File: src/rtl/ro_puf_pkg.sv
// Shared types for the ring-oscillator PUF challenge/response controller.
package ro_puf_pkg;

   typedef enum logic [2:0] {
      ST_IDLE    = 3'd0,
      ST_SETTLE  = 3'd1,
      ST_COUNT   = 3'd2,
      ST_COMPARE = 3'd3,
      ST_DONE    = 3'd4
   } puf_state_t;

   // Measurement rounds per challenge when majority voting is built in
   localparam int VOTE_ROUNDS = 3;

   typedef struct packed {
      logic rbit;
      logic tie;
      logic sat;
      logic err;
   } puf_resp_t;

   function automatic logic maj3(input logic x, input logic y, input logic z);
      return (x & y) | (x & z) | (y & z);
   endfunction

endpackage

File: src/rtl/ro_edge_counter.sv
// One oscillator channel: 2-flop synchronizer, rising-edge detect and a
// saturating edge counter with synchronous clear and count enable.
module ro_edge_counter #(
   parameter int CNT_W = 16
) (
   input  logic             clk,
   input  logic             rst_n,
   input  logic             ro_in,
   input  logic             clr,
   input  logic             cnt_en,
   output logic [CNT_W-1:0] count,
   output logic             sat
);

   localparam logic [CNT_W-1:0] CNT_MAX = '1;

   logic sync1;
   logic sync2;
   logic prev;
   logic rise;

   // bring the raw oscillator into clk and keep one cycle of history
   always_ff @(posedge clk or negedge rst_n) begin
      if (!rst_n) begin
         sync1 <= 1'b0;
         sync2 <= 1'b0;
         prev  <= 1'b0;
      end else begin
         sync1 <= ro_in;
         sync2 <= sync1;
         prev  <= sync2;
      end
   end

   assign rise = sync2 & ~prev;
   assign sat  = (count == CNT_MAX);

   // count rising edges, sticking at all-ones instead of wrapping
   always_ff @(posedge clk or negedge rst_n) begin
      if (!rst_n) begin
         count <= '0;
      end else if (clr) begin
         count <= '0;
      end else if (cnt_en && rise && !sat) begin
         count <= count + 1'b1;
      end
   end

endmodule

File: src/rtl/ro_puf_ctrl.sv
// Ring-oscillator PUF challenge/response sequencer. Enables the challenged
// pair, counts both over a fixed window and reports which ran faster.
// Optional build macro: RO_PUF_VOTE_EN (three rounds, majority response).
//
//  state      | meaning
//  -----------+-----------------------------------------------------------
//  ST_IDLE    | ready for a challenge, oscillators off
//  ST_SETTLE  | pair enabled, counters held clear, SETTLE cycles
//  ST_COUNT   | pair enabled, counting edges for WINDOW cycles
//  ST_COMPARE | oscillators off, response computed and registered
//  ST_DONE    | response valid until the host takes it
module ro_puf_ctrl
   import ro_puf_pkg::*;
#(
   parameter int NUM_RO = 16,
   parameter int SEL_W  = 4,
   parameter int CNT_W  = 16,
   parameter int WINDOW = 1024,
   parameter int SETTLE = 8
) (
   input  logic              clk,
   input  logic              rst_n,
   input  logic              chal_valid,
   output logic              chal_ready,
   input  logic [SEL_W-1:0]  chal_a,
   input  logic [SEL_W-1:0]  chal_b,
   output logic [NUM_RO-1:0] ro_en,
   input  logic [NUM_RO-1:0] ro_out,
   output logic              resp_valid,
   input  logic              resp_ready,
   output logic              resp_bit,
   output logic              resp_tie,
   output logic              resp_sat,
   output logic              resp_err,
   output logic [CNT_W-1:0]  count_a,
   output logic [CNT_W-1:0]  count_b
);

   localparam int TMR_MAX = (WINDOW > SETTLE) ? WINDOW : SETTLE;
   localparam int TMR_W   = (TMR_MAX > 2) ? $clog2(TMR_MAX) : 1;
   localparam logic [TMR_W-1:0] SETTLE_LD = TMR_W'(SETTLE - 1);
   localparam logic [TMR_W-1:0] WINDOW_LD = TMR_W'(WINDOW - 1);

   puf_state_t        state;
   puf_state_t        state_nxt;
   logic [TMR_W-1:0]  tmr;
   logic [SEL_W-1:0]  sel_a;
   logic [SEL_W-1:0]  sel_b;
   logic [SEL_W-1:0]  a_nxt;
   logic [SEL_W-1:0]  b_nxt;
   logic [NUM_RO-1:0] en_nxt;
   logic              accept;
   logic              a_ok;
   logic              b_ok;
   logic              chal_legal;
   logic              mux_a;
   logic              mux_b;
   logic [CNT_W-1:0]  cnt_a_raw;
   logic [CNT_W-1:0]  cnt_b_raw;
   logic              sat_a;
   logic              sat_b;
   logic              gt;
   logic              eq;
   logic              last_round;
   puf_resp_t         resp_q;

   assign chal_ready = (state == ST_IDLE);
   assign accept     = chal_valid & chal_ready;
   assign chal_legal = a_ok & b_ok & (chal_a != chal_b);
   assign a_nxt      = (state == ST_IDLE) ? chal_a : sel_a;
   assign b_nxt      = (state == ST_IDLE) ? chal_b : sel_b;
   assign gt         = (cnt_a_raw > cnt_b_raw);
   assign eq         = (cnt_a_raw == cnt_b_raw);

`ifdef RO_PUF_VOTE_EN
   logic [1:0] rnd;
   logic [2:0] votes;
   logic [2:0] vote_now;

   assign last_round = (rnd == 2'(VOTE_ROUNDS - 1));

   // this round's comparison merged into the votes collected so far
   always_comb begin
      vote_now = votes;
      case (rnd)
         2'd0:    vote_now[0] = gt;
         2'd1:    vote_now[1] = gt;
         default: vote_now[2] = gt;
      endcase
   end
`else
   assign last_round = 1'b1;
`endif

   // index range check on the incoming challenge and the NUM_RO:1 muxes
   always_comb begin
      a_ok  = 1'b0;
      b_ok  = 1'b0;
      mux_a = 1'b0;
      mux_b = 1'b0;
      for (int i = 0; i < NUM_RO; i++) begin
         if (chal_a == SEL_W'(i)) a_ok = 1'b1;
         if (chal_b == SEL_W'(i)) b_ok = 1'b1;
         if (sel_a == SEL_W'(i)) mux_a = ro_out[i];
         if (sel_b == SEL_W'(i)) mux_b = ro_out[i];
      end
   end

   // next state
   always_comb begin
      state_nxt = state;
      case (state)
         ST_IDLE:    if (accept) state_nxt = chal_legal ? ST_SETTLE : ST_DONE;
         ST_SETTLE:  if (tmr == '0) state_nxt = ST_COUNT;
         ST_COUNT:   if (tmr == '0) state_nxt = ST_COMPARE;
         ST_COMPARE: state_nxt = last_round ? ST_DONE : ST_SETTLE;
         ST_DONE:    if (resp_ready) state_nxt = ST_IDLE;
         default:    state_nxt = ST_IDLE;
      endcase
   end

   // enables follow the next state so ro_en comes straight from a flop
   always_comb begin
      en_nxt = '0;
      if (state_nxt == ST_SETTLE || state_nxt == ST_COUNT) begin
         for (int i = 0; i < NUM_RO; i++) begin
            if (a_nxt == SEL_W'(i) || b_nxt == SEL_W'(i)) en_nxt[i] = 1'b1;
         end
      end
   end

   // state, enables, challenge capture
   always_ff @(posedge clk or negedge rst_n) begin
      if (!rst_n) begin
         state <= ST_IDLE;
         ro_en <= '0;
         sel_a <= '0;
         sel_b <= '0;
      end else begin
         state <= state_nxt;
         ro_en <= en_nxt;
         if (accept) begin
            sel_a <= chal_a;
            sel_b <= chal_b;
         end
      end
   end

   // phase down-counter, reloaded on entry to SETTLE and COUNT
   always_ff @(posedge clk or negedge rst_n) begin
      if (!rst_n) begin
         tmr <= '0;
      end else if (state_nxt == ST_SETTLE && state != ST_SETTLE) begin
         tmr <= SETTLE_LD;
      end else if (state_nxt == ST_COUNT && state != ST_COUNT) begin
         tmr <= WINDOW_LD;
      end else if (tmr != '0) begin
         tmr <= tmr - 1'b1;
      end
   end

   ro_edge_counter #(.CNT_W(CNT_W)) u_cnt_a (
      .clk    (clk),
      .rst_n  (rst_n),
      .ro_in  (mux_a),
      .clr    (state == ST_SETTLE),
      .cnt_en (state == ST_COUNT),
      .count  (cnt_a_raw),
      .sat    (sat_a)
   );

   ro_edge_counter #(.CNT_W(CNT_W)) u_cnt_b (
      .clk    (clk),
      .rst_n  (rst_n),
      .ro_in  (mux_b),
      .clr    (state == ST_SETTLE),
      .cnt_en (state == ST_COUNT),
      .count  (cnt_b_raw),
      .sat    (sat_b)
   );

   // response register: cleared on acceptance, loaded in COMPARE
   always_ff @(posedge clk or negedge rst_n) begin
      if (!rst_n) begin
         resp_q  <= '0;
         count_a <= '0;
         count_b <= '0;
`ifdef RO_PUF_VOTE_EN
         rnd     <= '0;
         votes   <= '0;
`endif
      end else if (accept) begin
         resp_q     <= '0;
         resp_q.err <= ~chal_legal;
         count_a    <= '0;
         count_b    <= '0;
`ifdef RO_PUF_VOTE_EN
         rnd        <= '0;
         votes      <= '0;
`endif
      end else if (state == ST_COMPARE) begin
         count_a <= cnt_a_raw;
         count_b <= cnt_b_raw;
`ifdef RO_PUF_VOTE_EN
         votes       <= vote_now;
         rnd         <= rnd + 1'b1;
         resp_q.rbit <= maj3(vote_now[0], vote_now[1], vote_now[2]);
         resp_q.tie  <= resp_q.tie | eq;
         resp_q.sat  <= resp_q.sat | sat_a | sat_b;
`else
         resp_q.rbit <= gt;
         resp_q.tie  <= eq;
         resp_q.sat  <= sat_a | sat_b;
`endif
      end
   end

   assign resp_valid = (state == ST_DONE);
   assign resp_bit   = resp_q.rbit;
   assign resp_tie   = resp_q.tie;
   assign resp_sat   = resp_q.sat;
   assign resp_err   = resp_q.err;

endmodule

File: config.mk
export PLATFORM = sky130hd
export DESIGN_NAME = ro_puf_ctrl
export DESIGN_NICKNAME = d
export VERILOG_FILES = /design/src/rtl/ro_puf_pkg.sv /design/src/rtl/ro_edge_counter.sv /design/src/rtl/ro_puf_ctrl.sv
export SDC_FILE = /design/constraint.sdc
export NUM_CORES = 1
export LEC_CHECK = 0
export ABC_AREA = 1
export BUFFER_PORTS_ARGS = -buffer_cell sky130_fd_sc_hd__buf_4
export CORE_ASPECT_RATIO = 0.5
export CORE_MARGIN = 2
export CORE_UTILIZATION = 54
export CTS_CLUSTER_SIZE = 24
export DETAILED_ROUTE_END_ITERATION = 10
export PLACE_DENSITY_LB_ADDON = 0.08
export SKIP_LAST_GASP = 1
export SYNTH_ARGS = -nofsm -noshare
export SYNTH_HDL_FRONTEND = slang
export SYNTH_SLANG_ARGS = --single-unit
File: constraint.sdc
create_clock -name clk -period 2.65 [get_ports clk]
set_clock_uncertainty 0.1 [all_clocks]
set_input_delay 0 -clock clk [delete_from_list [all_inputs] [get_ports clk]]
set_output_delay 0 -clock clk [all_outputs]
set_load 0.005 [all_outputs]
; Word-level counts from Yosys, hierarchy flattened
; Cells that the tools add are included.
; W data, S select, Z words.
[word_totals]
reg_bits = 111
out_inout_bits = 54
in_bits = 28
[classes]
order_cmp = 1
n_reduce_logical = 38
mux = 102
bitwise_logic = 9
eq_ne = 102
add_sub_neg = 3
[op_table]
columns = cell, count
row1 = $eq A4 B4 Y1 const B, 48
row2 = $mux W16, 9
row3 = $eq A4 B3 Y1 const B, 24
row4 = $mux W1, 80
row5 = $eq A4 B2 Y1 const B, 12
row6 = $add A16 B1 Y16 const B, 2
row7 = $eq A16 B16 Y1 const B, 2
row8 = $mux W10, 3
row9 = $eq A4 B1 Y1 const B, 6
row10 = $logic_not A4 Y1, 6
row11 = $mux W3, 7
row12 = $logic_or A1 B1 Y1, 17
row13 = $eq A16 B16 Y1, 1
row14 = $gt A16 B16 Y1, 1
row15 = $pmux W3 S5, 1
row16 = $logic_not A10 Y1, 1
row17 = $reduce_bool A10 Y1, 1
row18 = $sub A10 B1 Y10 const B, 1
row19 = $eq A3 B2 Y1 const B, 3
row20 = $mux W4, 2
row21 = $eq A3 B1 Y1 const B, 2
row22 = $logic_and A1 B1 Y1, 6
row23 = $reduce_bool A2 Y1, 3
row24 = $and A1 B1 Y1, 5
row25 = 9 further kinds, 12

; Logic depth before layout (Yosys ltp)
; Gate-level depths: netlist of the first run.
[depth]
ltp_word = 26
depth_mapped = 11

; Modules after synthesis
; From an unflattened synthesis of the first run, not the netlist that was laid out.
[hier_totals]
cells_unflattened = 847
hier_area_um2 = 6476.2
[by_module_without_submodules]
columns = mod, area_each_um2, n_inst, cells_each, seq_area_each_um2
row1 = ro_puf_ctrl, 4256.6, 1, 529, 1826.8
row2 = ro_edge_counter, 1109.8, 2, 159, 475.5

; Worst setup path after synthesis of the first run
; No wires, ideal clock.
[synth_path]
path_type = reg2reg
from = register tmr[0]
to = register ro_en[0]
t_required_ns = 2.435
synth_period_minus_slack_ns = 1.833
arrival_time_ns = 1.618
stages_incl_launch_ff = 11
setup_slack_ns = 0.817
path_cell_list = dfrtp_1 inv_1 ha_1 nand2_1 nor2_2 nand3_2 clkinv_2 nand2_2 a21oi_4 buf_6 nor2_1
[synth_via]
elab_chain_len = 6
elab_cells_between_ends = 8
[synth_lines]
columns = item, line_no
row1 = start: declaration, ro_puf_ctrl.sv:46  ; logic [TMR_W-1:0] tmr;
row2 = start signal: assignment, ro_puf_ctrl.sv:158  ; tmr <= tmr - 1'b1;
row3 = $logic_not A10 Y1 (*), "ro_puf_ctrl.sv:114, ro_puf_ctrl.sv:115"
row4 = $mux W3 (on tied branches), "ro_puf_ctrl.sv:115, ro_puf_ctrl.sv:114"
row5 = $pmux W3 S5 (*), ro_puf_ctrl.sv:112  ; case (state)
row6 = $eq A3 B1 Y1 or $eq A3 B2 Y1 (tied branches), ro_puf_ctrl.sv:125  ; if (state_nxt == ST_SETTLE || state_nxt == ST_COUNT) begin
row7 = $logic_or A1 B1 Y1 (*), ro_puf_ctrl.sv:125
row8 = $mux W16 (*), ro_puf_ctrl.sv:125
row9 = named net en_nxt[0], ro_puf_ctrl.sv:51  ; logic [NUM_RO-1:0] en_nxt;
row10 = end signal: assignment, ro_puf_ctrl.sv:141  ; ro_en <= en_nxt;
row11 = end: declaration, ro_puf_ctrl.sv:27  ; output logic [NUM_RO-1:0] ro_en,
; The timed path passes the listed nets; every way through them passes the cells marked *.
; A chain may end at the register's enable or synchronous reset.

; Final worst setup path of the first run
[layout_path]
from = register u_cnt_b.count[0]
to = register u_cnt_b.count[13]
[layout_via]
elab_chain_len = 4
elab_cells_between_ends = 7
[layout_lines]
columns = item, line_no
row1 = start: declaration, ro_edge_counter.sv:11  ; output logic [CNT_W-1:0] count,
row2 = start signal: assignment, ro_edge_counter.sv:45  ; count <= count + 1'b1;
row3 = branches (longest 4 deep; another with $add A16 B1 Y16), n/a
; Several ways; the timed one is not identified. The select of a mux whose other input is x is not followed.

==> results by stage, run 1 <==
Status:
- The run finished with clean final reports.

Finish:
- Cells fill 65.98% of the core in the end.
- After filler insertion, the fill cell instance count of the layout stands at 967.
- The area of all placed cells without fillers is 7177 um^2.
- The library cells used most frequently in the layout, excluding fill and tap cells, are 190 x sky130_fd_sc_hd__nand2_1, 111 x sky130_fd_sc_hd__dfrtp_1, 84 x sky130_fd_sc_hd__buf_4, 74 x sky130_fd_sc_hd__o21ai_0, 71 x sky130_fd_sc_hd__nor2_1.
- The library cell used most frequently in the layout, excluding fill and tap cells, is sky130_fd_sc_hd__nand2_1.
- The final layout contains 895 nets.
- The final instance count without filler cells is 998.
- Compared with the post-synthesis result, the final layout area differs by 20.10%.
- The post-route netlist has 14.65% of its cells at a drive strength greater than 1.
- The repair_antennas step left the layout with diodes totalling 0.

Floorplanning:
- The die is 152.8 um wide.
- The number of ports placed on the die boundary is 82.
- The number of placement rows is 27.
- The standard cell core area is 10880 um^2.
- The initial standard-cell utilization of the core is 54.93%.
- The area of the die is 11970 um^2.
- From bottom edge to top edge, the die measures 78.39 um.

Synthesis:
- Among all flip-flop cells after synthesis, the most frequent one is sky130_fd_sc_hd__dfrtp_1.
- The cell count after synthesis is 756.
- Dividing the synthesized area by the synthesized cell count gives 7.904 um^2.
- The sequential-to-total area share from yosys stat is 46.48%.
- The count of flip-flops with a built-in enable after synthesis is 0.
- The number of nets in the synthesized netlist is 803.
- After synthesis the cells add up to 5976 um^2.
- The proportion of synthesized flip-flops having asynchronous set or reset is 100.0%.
- The number of different library cells used by synthesis comes to 37.
- After synthesis the netlist holds a flip-flop and latch count of 111.
- The count of warnings emitted by yosys is 0.

Worst setup path:
- In this run the critical register-to-register path is captured at u_cnt_b.count[13]$_DFFE_PN0P_.
- The launching element of the worst setup path is u_cnt_b.count[0]$_DFFE_PN0P_.
- The number of cells on the worst reg-to-reg path is 8.
- The critical path ends at u_cnt_b.count[13]$_DFFE_PN0P_.
- In this design, the stage delay of the slowest critical-path cell is 490 ps.
- Traced cell by cell, the critical path runs through ha_1, nand3_2, nor3_2, nand3_1, nand2_1, nand2_1, nand3_1, o21ai_1.
- The reg-to-reg startpoint is u_cnt_b.count[0]$_DFFE_PN0P_.
- The sort of element at the start of the critical path is a flop.
- Along the worst path, the maximum fanout reaches 21.
- The worst setup path is captured at a flop.
- Setup slack on the worst reg-to-reg path comes out at 290 ps.
- The worst endpoint required time is 2760 ps.
- The cell at the slowest stage of the critical path is sky130_fd_sc_hd__dfrtp_1.
- The worst setup path is of the reg2reg kind.
- STA puts the critical path data arrival time at 2480 ps.

Power and ir drop:
- The areal power density over the cells is 802.1 nW/um^2.
- For this design the static power due to leakage is 0.003371 uW.
- IR analysis of the VDD net gives a maximum drop of 452.2 uV.

Placement:
- The weighted congestion reported at the end of routability-driven placement is 0.9306.
- The HPWL after detailed placement is 11030 um.
- In this run the cell area measured after placement is 6711 um^2.
- In this run, placement finished with an instance count of 967.
- Input and output buffers added on the ports amount to 81.

Drt:
- The routed via count is 5360.
- The average wire per cell in the routed design is 14.92 um.
- The count of nets left with antenna violations once routing finished came out at 0.
- Wires add up to 14890 um.
- The via density per instance is 5.371.
- In the routed design, unresolved DRC markers number 0.
- The violation count after the first detailed-route iteration is 308.
- The first-pass iteration count of the detailed router is 5.

Clock tree:
- The clock tree synthesis step divided the H-tree into 3 levels.
- The clock net in this run drives a total of 111 sinks.
- The total CTS buffers is 9.
- The clock tree buffer depth is 2.
- The count of instances resized after the clock tree is built is 0.
- The tree is rooted in a sky130_fd_sc_hd__clkbuf_16.
- The clock insertion delay at the later pin of the skew report is 350 ps.
- TritonCTS built the clock tree.
- The clock-pin slew of the registers on the worst-case setup and hold paths is 80 ps.

Global routing:
- The pin count of the biggest net entering global routing is 68.
- In the global route stage, overall resource usage came out at 26.26%.
- The via count of the first global-routing pass is 5054.
- The number of antenna violations at the first check in global routing is 0.
- The first global-routing pass estimated 25120 um of wire.
- The total overflow left after global routing is 0.

Run:
- The number of maximum-capacitance violations is 0.

STA:
- The number of hold violations in the final report is 0.
- After layout, the worst path uses 89.24% of the clock period.
- The worst slew margin relative to its limit is 41.65%.
- The top achievable clock speed is 422.8 MHz.
- The number of pins with negative max-slew slack in the final report is 0.
- The final-report setup violation count is 0.
- For the final routed database, the setup TNS stands at 0 ps.
- The minimum hold slack is 197.4 ps.
- At the pin with the least slew margin, the transition time is 875.3 ps.
- Setup repair after global routing left no endpoint under its margin.
- The time the final worst path needs with I/O delays and setup is 2365 ps.

Worst hold path:
- The class of the most critical hold timing path is in2async.
per-stage QoR:
step                      total power [uW]  setup WS (ps)
after floorplan                       3701          817.2
after global placement                4248          440.0
after detailed placement              4280          327.0
after CTS                             5779          308.9
after global routing                  6164          79.95
final                                 5757          285.0
worst min-delay path by stage:
stage	start	endpoint	slack (ps)	cells after the start
CTS	rst_n	count_a[6]$_DFFE_PN0P_	240	2
global placement	rst_n	count_a[6]$_DFFE_PN0P_	70	1
global route	u_cnt_a.sync1$_DFF_PN0_	u_cnt_a.sync2$_DFF_PN0_	270	0
floorplan	rst_n	count_a[0]$_DFFE_PN0P_	-400	0
finish	rst_n	count_a[6]$_DFFE_PN0P_	200	2
detailed placement	rst_n	count_a[6]$_DFFE_PN0P_	70	1
layout make-up:
type	count	area (um^2)	share of cell area, %
Multi-Input combinational cell	548	2808	39.12
Inverter	78	294.0	4.097
Clock inverter	5	62.56	0.8717
Clock buffer	11	252.7	3.522
Timing Repair Buffer	100	800.8	11.16
Sequential cell	111	2778	38.70
Tap cell	145	181.4	2.528
routing by layer:
metal	global-route usage (%)	wire, um
met5	0	0
met4	6.574	181
met3	5.522	968
met2	43.41	6829
met1	35.88	6907
power breakdown:
group	internal [uW]	switching (uW)
registers	1960	224
logic	754	1390
clock network	792	637
total	3510	2250
cells by family (layout without fill, tap and decap cells):
group / after synthesis / in the layout / synth area share, %
buffers and inverters: 97 / 194 / 6.532
AO/OA/AOI/OAI: 145 / 145 / 13.78
AND/OR/NAND/NOR: 363 / 363 / 26.15
adder cells (fa/ha/maj): 19 / 19 / 3.978
XOR/XNOR: 21 / 21 / 3.078
flip-flops: 111 / 111 / 46.48
sequential cells by signal, indices dropped and copies added (netlist names):
signal and flops:
sel_a 4, u_cnt_b.sync1 1, u_cnt_a.prev 1, u_cnt_a.sync2 1, count_b 16, resp_tie 1, state 3, count_a 16
resp_sat 1, resp_err 1, u_cnt_a.sync1 1, u_cnt_b.prev 1, sel_b 4, ro_en 16, u_cnt_b.count 16, tmr 10
u_cnt_a.count 16, resp_bit 1, u_cnt_b.sync2 1
worst max-delay path: cells and delay by family, from the launching register on:
family                     cells  cell delay, ps
AOI/OAI and AO/OA              1              80
adders and majority gates      1             310
and+or+nand+nor                6            1250
DFF                            1             490
cell usage after synthesis (all sizes together) (3+ instances only):
| master | count | share of area (%) |
|---|---|---|
| nand2 | 194 | 12 |
| dfrtp | 111 | 46 |
| o21ai | 96 | 8.0 |
| inv | 76 | 4.8 |
| nor2 | 75 | 5.0 |
| nand3 | 52 | 4.5 |
| a21oi | 23 | 2.1 |
| ha | 19 | 4.0 |
| nor3 | 19 | 1.8 |
| xor2 | 19 | 2.8 |
| nand4 | 17 | 1.8 |
| o22a | 16 | 2.3 |
| clkbuf | 10 | 0.67 |
| buf | 9 | 0.94 |
| o211ai | 5 | 0.63 |
| or2 | 3 | 0.31 |
repair_timing:
item | 4_1_cts | 5_1_grt
endpoints found under the hold margin | 77 | 0
buffers inserted | 0 | 0
hold buffers | 15 | 0
Power figures use the tool's default switching activity.
==> run 2, diff against run 1 <==
CAP_MARGIN = 30   (was unset)
CORE_MARGIN = 10   (was 2)
clock period = 2.38 ns   (was 2.65 ns; I/O delays follow)
==> results by stage, run 2 (synthesis gave the netlist of run 1 again) <==
Global routing:
- The total congestion overflow is 0 (unchanged).
- The via count of the first global-routing pass is 5147 (+1.8%).
- The wire length of the first global-routing pass is 25500 um (+1.5%).
- The total track usage was 19.33% (-6.9 points).
- The number of antenna violations at the first check in global routing is 0 (unchanged).
- The pin count of the biggest net entering global routing is 58 (-15%).

Drt:
- The total wirelength of the detailed-routed design came to 15230 um (+2.3%).
- The remaining antenna violation count came to 0 (unchanged).
- The average wire per cell in the routed design was 15.25 um (+2.2%).
- The detailed-route DRC error count is 0 (unchanged).
- The violation count after the first detailed-route iteration was 358 (+16%).
- The via density per instance came to 5.456 (+1.6%).
- The routed via count was 5451 (+1.7%).
- The first-pass iteration count of the detailed router is 5 (unchanged).

Worst setup path:
- The depth of the worst register-to-register path is 9 (+1).
- The maximum fanout along the worst path came to 16 (-24%).
- The worst-case register-to-register setup slack is 280 ps (about the same).
- The critical path is of the reg2reg type.
- The worst endpoint required time was 2490 ps (-270 ps).
- The endpoint of the worst-slack reg-to-reg timing path is ro_en[8]$_DFF_PN0_.
- STA classifies the critical path startpoint as a flop.
- The critical path arrival is 2210 ps (-270 ps).
- The element type at the critical path end is a flop.
- The worst register-to-register path begins at tmr[0]$_DFFE_PN0P_.

Placement:
- The total placed instance area is 6741 um^2 (+0.45%).
- The number of buffer cells added on primary ports is 81 (unchanged).
- The weighted congestion reported at the end of routability-driven placement is 0.9234 (-0.77%).
- The HPWL reported at the end of detailed placement came to 11360 um (+3.0%).

Worst hold path:
- The cell depth of the worst min-delay path is 4.
- The class of the most critical hold timing path is in2reg.
- The launch point of the worst hold path is chal_valid.
- The path with the worst hold slack has its endpoint at resp_err$_DFFE_PN0P_.

Clock tree:
- The clock insertion delay at the later pin of the skew report is 350 ps (about the same).
- The clock net sink count is 111 (unchanged).
- TritonCTS built the clock tree.
- The clock-pin slew of the registers on the worst-case setup and hold paths is 70 ps (about the same).
- The setup fix buffers added after clock tree synthesis is 0 (unchanged).
- In this run the clock root is driven by a sky130_fd_sc_hd__clkbuf_16.
- The clock tree buffer depth came to 2 (unchanged).
- The total CTS buffers is 9 (unchanged).
- The H-tree level count is 3 (unchanged).

STA:
- The setup TNS after final layout is 0 ps (unchanged).
- The top achievable clock speed was 475.1 MHz (+12%).
- The number of pins with negative max-slew slack in the final report is 0 (unchanged).
- The time the final worst path needs with I/O delays and setup is 2105 ps (-260.0 ps).
- The number of hold violations in the final report is 0 (unchanged).
- The actual slew at the worst max-slew pin is 588.2 ps (-287.1 ps).
- The fraction of the cycle the final worst path needs is 88.44% (-0.80 points).
- The worst slew margin relative to its limit came to 60.73% (+19 points).
- Setup repair after global routing left no endpoint under its margin.
- The final-report setup violation count came to 0 (unchanged).

Floorplanning:
- The number of ports placed on the die boundary is 82 (unchanged).
- The area of the die came to 15930 um^2 (+33%).
- The die width was 168.8 um (+10%).
- The height of the chip is 94.39 um (+20%).
- The initial standard-cell utilization of the core is 54.76% (-0.17 points).
- The standard cell core area is 10910 um^2 (+0.31%).
- The number of placement rows is 27 (unchanged).

Power and ir drop:
- The peak supply drop is 646.5 uV (+43%).
- The sequential fraction of design power was 38.9% (+0.9 points).
- The areal power density over the cells is 873.9 nW/um^2 (+8.9%).
- The total design power is 6248 uW (+8.5%).
- The clock network power share is 22.1% (-2.7 points).
- The internal power consumption was 3796 uW (+8.2%).
- The leakage power total was 0.003364 uW (-0.21%).
- The switching component of the power is 2452 uW (+9.0%).
- The portion of total power attributed to combinational logic was 39.0% (+1.8 points).
- The switching portion of total power came to 39.25% (+0.19 points).

Finish:
- The library cell used most frequently in the layout, excluding fill and tap cells, is sky130_fd_sc_hd__nand2_1.
- The library cells used most frequently in the layout, excluding fill and tap cells, are 189 x sky130_fd_sc_hd__nand2_1, 110 x sky130_fd_sc_hd__dfrtp_1, 88 x sky130_fd_sc_hd__buf_4, 74 x sky130_fd_sc_hd__o21ai_0, 71 x sky130_fd_sc_hd__nor2_1.
- The area of all placed cells without fillers is 7149 um^2 (-0.38%).
- The final layout net count is 898 (+0.34%).
- The share of post-route cells with drive strength above 1 is 14.99% (+0.33 points).
- The area growth from synthesis to final layout is 19.64%.
- The antenna diode instance count is 0 (unchanged).

Run:
- The number of maximum-capacitance violations is 0 (unchanged).

Status:
- The run finished with clean final reports.
run 2: cell types whose count changed in the layout (fill, tap and decap cells not counted), sizes merged:
cell         change
dlygate4sd3      -1
buf              +4
clkinv           +2
inv              -2
bufinv           -1
clkinvlp         -1
run 2: what timing repair did:
action | 4_1_cts | 5_1_grt
endpoints found under the hold margin | 122 | 0
setup endpoints to repair | 0 | 14
hold buffers | 14 | 0
resized for setup | 0 | 2
run 2: how the worst max path moves through the flow:
stage	start	to	slack [ps]
finish	tmr[0]$_DFFE_PN0P_	ro_en[8]$_DFF_PN0_	280
global route	tmr[0]$_DFFE_PN0P_	ro_en[8]$_DFF_PN0_	80
CTS	u_cnt_b.count[0]$_DFFE_PN0P_	u_cnt_b.count[13]$_DFFE_PN0P_	140
detailed placement	u_cnt_b.count[0]$_DFFE_PN0P_	u_cnt_b.count[13]$_DFFE_PN0P_	160
global placement	u_cnt_b.count[0]$_DFFE_PN0P_	u_cnt_b.count[13]$_DFFE_PN0P_	270
floorplan	tmr[0]$_DFFE_PN0P_	ro_en[0]$_DFF_PN0_	550
run 2: critical path: stages, from the launching register on:
cell                      delay, ps
sky130_fd_sc_hd__dfrtp_1        380
sky130_fd_sc_hd__inv_1          150
sky130_fd_sc_hd__ha_1           230
sky130_fd_sc_hd__nand2_1        110
sky130_fd_sc_hd__nor2_2         140
sky130_fd_sc_hd__nand3_2        170
sky130_fd_sc_hd__nand2_1        130
sky130_fd_sc_hd__nand2_1         90
sky130_fd_sc_hd__a21oi_4        350
sky130_fd_sc_hd__nor2_1         100
run 2: power by group through the flow:
stage          Combinational (uW)  Sequential [uW]  Clock, uW
4_1_cts                      2430             2420       1400
2_1_floorplan                1740             2380          0
6_report                     2440             2430       1380
3_5_place_dp                 2350             2450          0
5_1_grt                      2760             2470       1480
3_3_place_gp                 2310             2450          0
run 2: routing by layer:
| layer | wire length (um) | global-route usage, % |
|---|---|---|
| met1 | 7175 | 25.81 |
| met2 | 7016 | 31.60 |
| met3 | 904 | 4.643 |
| met4 | 137 | 4.179 |
| met5 | 0 | 0 |
run 2: area by class of cell:
cell class,count,area [um^2]
clock buffer,11,242.7
tap,145,181.4
fill,977,3762
timing repair buffer,103,820.8
inverter,78,294.0
clock inverter,3,21.27
sequential,111,2779
multi-input combinational,548,2810
run 2: per-stage QoR:
stage	setup slack [ps]	util [%]	std cells	hold slack [ps]
2_1_floorplan	547.2	-	756	-395.6
3_3_place_gp	269.5	61.78	971	-145.1
5_1_grt	83.58	65.52	999	54.60
6_report	275.0	65.52	999	22.60
4_1_cts	136.1	65.49	999	9.287
3_5_place_dp	158.5	61.78	971	-143.0
==> run 3, diff against run 2 <==
CELL_PAD_IN_SITES_DETAIL_PLACEMENT = 1   (was unset)
CELL_PAD_IN_SITES_GLOBAL_PLACEMENT = 2   (was unset)
CORE_UTILIZATION = 34   (was 54)
HOLD_SLACK_MARGIN = 0.1   (was unset)
==> results by stage, run 3 (synthesis gave the netlist of run 1 again) <==
Worst hold path:
- The tightest min-delay check is of the in2async type.

Worst setup path:
- The maximum cell stage delay along the critical path is 580 ps (+200 ps).
- The category of the most critical setup path is reg2reg.
- The depth of the worst register-to-register path is 8 (-1).
- The reg-to-reg startpoint is state[1]$_DFF_PN0_.
- The critical path arrival was 2430 ps (+220 ps).
- The worst endpoint required time is 2570 ps (+80 ps).
- The endpoint identified for the worst register-to-register timing path is state[2]$_DFF_PN0_.
- The cell at the slowest stage of the critical path is sky130_fd_sc_hd__dlygate4sd3_1.
- The worst-case register-to-register setup slack is 140 ps (-140 ps).
- The critical path goes through nor2_2, nand2_2, inv_2, nand2_2, inv_2, nand3_1, o211ai_1, dlygate4sd3_1.
- The sort of element at the start of the critical path is a flop.
- The worst setup path is captured at a flop.
- The maximum fanout along the worst path came to 13 (-3).

Global routing:
- The pin count of the biggest net entering global routing came to 43 (-26%).
- The total congestion overflow is 0 (unchanged).
- The via count of the first global-routing pass came to 5854 (+14%).
- The number of antenna violations at the first check in global routing is 0 (unchanged).
- The wire length of the first global-routing pass came to 32220 um (+26%).
- The total track usage is 16.74% (-2.6 points).

Placement:
- The HPWL reported at the end of detailed placement is 14830 um (+31%).
- The number of buffer cells added on primary ports is 81 (unchanged).
- The weighted congestion reported at the end of routability-driven placement was 0.8637 (-6.5%).
- The minimum setup slack after placement is 150.9 ps (-7.528 ps).

Clock tree:
- The clock insertion delay at the later pin of the skew report is 360 ps (about the same).
- TritonCTS built the clock tree.
- The clock-pin slew of the registers on the worst-case setup and hold paths is 70 ps (about the same).
- Clock tree synthesis selected as its root buffer the cell sky130_fd_sc_hd__clkbuf_16.
- The clock net sink count came to 111 (unchanged).
- The clock tree buffer depth was 2 (unchanged).
- The total CTS buffers was 9 (unchanged).
- The H-tree level count was 3 (unchanged).

Drt:
- The average wire per cell in the routed design was 17.64 um (+16%).
- The total wirelength of the detailed-routed design is 19530 um (+28%).
- The via density per instance is 5.034 (-7.7%).
- The routed via count is 5573 (+2.2%).
- The first-pass iteration count of the detailed router came to 5 (unchanged).
- The remaining antenna violation count is 0 (unchanged).
- The violation count after the first detailed-route iteration came to 311 (-13%).
- The detailed-route DRC error count was 0 (unchanged).

Floorplanning:
- The number of placement rows is 34 (+26%).
- The number of ports placed on the die boundary came to 82 (unchanged).
- The area of the die is 23600 um^2 (+48%).
- The initial standard-cell utilization of the core is 34.51% (-20 points).
- The height of the chip was 113.7 um (+21%).
- The die width is 207.5 um (+23%).
- The standard cell core area is 17310 um^2 (+59%).

STA:
- The number of hold violations in the final report came to 0 (unchanged).
- The time the final worst path needs with I/O delays and setup is 2242 ps (+137.1 ps).
- The actual slew at the worst max-slew pin was 645.3 ps (+57.15 ps).
- The fraction of the cycle the final worst path needs is 94.21% (+5.8 points).
- The setup TNS after final layout came to 0 ps (unchanged).
- The setup slack of the critical path after layout is 137.9 ps (-137.1 ps).
- The worst slew margin relative to its limit is 56.91% (-3.8 points).
- The final-report setup violation count is 0 (unchanged).
- Setup repair after global routing left no endpoint under its margin.
- The number of pins with negative max-slew slack in the final report was 0 (unchanged).
- The top achievable clock speed came to 446.0 MHz (-6.1%).

Power and ir drop:
- The total design power is 6764 uW (+8.3%).
- The switching component of the power is 2701 uW (+10%).
- The switching portion of total power came to 39.93% (+0.68 points).
- The leakage power total is 0.003468 uW (+3.1%).
- The clock network power share is 23.7% (+1.6 points).
- The peak supply drop is 446.8 uV (-31%).
- The sequential fraction of design power is 35.9% (-3.0 points).
- The portion of total power attributed to combinational logic is 40.4% (+1.4 points).
- The areal power density over the cells is 904.8 nW/um^2 (+3.5%).
- The internal power consumption came to 4063 uW (+7.1%).

Finish:
- Leaving out fill and tap cells, the most frequent cells in the layout are 190 x sky130_fd_sc_hd__nand2_1, 110 x sky130_fd_sc_hd__dfrtp_1, 95 x sky130_fd_sc_hd__buf_4, 74 x sky130_fd_sc_hd__o21ai_0, 71 x sky130_fd_sc_hd__nor2_1.
- From synthesis to final layout, the design area changed by 25.10%.
- The library cell used most frequently in the layout, excluding fill and tap cells, is sky130_fd_sc_hd__nand2_1.
- The antenna diode instance count is 0 (unchanged).
- The share of post-route cells with drive strength above 1 is 15.92% (+0.93 points).
- The final layout net count is 915 (+1.9%).

Run:
- The number of maximum-capacitance violations is 0 (unchanged).

Status:
- The run finished with clean final reports.
[run 3: cell types whose count changed in the layout (fill, tap and decap cells not counted), sizes merged]
cell,before,now
buf,89,98
bufinv,0,1
clkinv,4,5
dlygate4sd3,14,22
[run 3: metrics by stage]
| step | hold slack [ps] | utilization [%] | std cells | cell area [um^2] |
|---|---|---|---|---|
| CTS | 110.0 | 43.06 | 1106 | 7455 |
| global route | 144.3 | 43.18 | 1107 | 7476 |
| global placement | -44.34 | 40.00 | 1068 | 6925 |
| floorplan | -395.6 | - | 756 | 5976 |
| finish | 92.44 | 43.18 | 1107 | 7476 |
| detailed placement | -41.81 | 40.00 | 1068 | 6925 |
[run 3: repair_timing]
action,4_1_cts,5_1_grt
hold endpoints to repair,128,0
resized for setup,0,1
endpoints found under the setup margin,0,13
hold buffers,22,0
setup buffers,0,1
[run 3: final cells by class]
cell class | instances | area, um^2
fill | 2109 | 9838
tap | 234 | 292.8
multi-input combinational | 548 | 2808
inverter | 78 | 294.0
clock inverter | 5 | 56.30
timing repair buffer | 120 | 993.5
clock buffer | 11 | 252.7
sequential | 111 | 2779
[run 3: critical path: cells and delay by family, from the launching register on]
family | cells | cell delay [ps]
AO/OA/AOI/OAI | 1 | 130
buffers and inverters | 3 | 890
flip-flops | 1 | 430
AND/OR/NAND/NOR | 4 | 640
[run 3: worst max-delay path by stage]
stage	start	to
finish	state[1]$_DFF_PN0_	state[2]$_DFF_PN0_
global route	sel_a[0]$_DFFE_PN0P_	u_cnt_a.sync1$_DFF_PN0_
CTS	u_cnt_b.count[0]$_DFFE_PN0P_	u_cnt_b.count[14]$_DFFE_PN0P_
detailed placement	u_cnt_b.count[0]$_DFFE_PN0P_	u_cnt_b.count[14]$_DFFE_PN0P_
global placement	u_cnt_b.count[0]$_DFFE_PN0P_	u_cnt_b.count[8]$_DFFE_PN0P_
floorplan	tmr[0]$_DFFE_PN0P_	ro_en[0]$_DFF_PN0_
[run 3: per-layer routing]
layer / global-route usage, % / vias up / part of all wire [%]
li1: - / 2714 / -
met1: 22.16 / 2759 / 48
met2: 28.08 / 94 / 47
met3: 3.629 / 6 / 4.2
met4: 2.562 / 0 / 0.41
met5: 0 / - / 0
[run 3: power groups by stage]
stage	Clock, uW	Sequential [uW]	Combinational [uW]
6_report	1600	2430	2730
5_1_grt	1740	2480	3110
4_1_cts	1660	2440	2710
3_5_place_dp	0	2470	2570
3_3_place_gp	0	2470	2520
2_1_floorplan	0	2380	1740
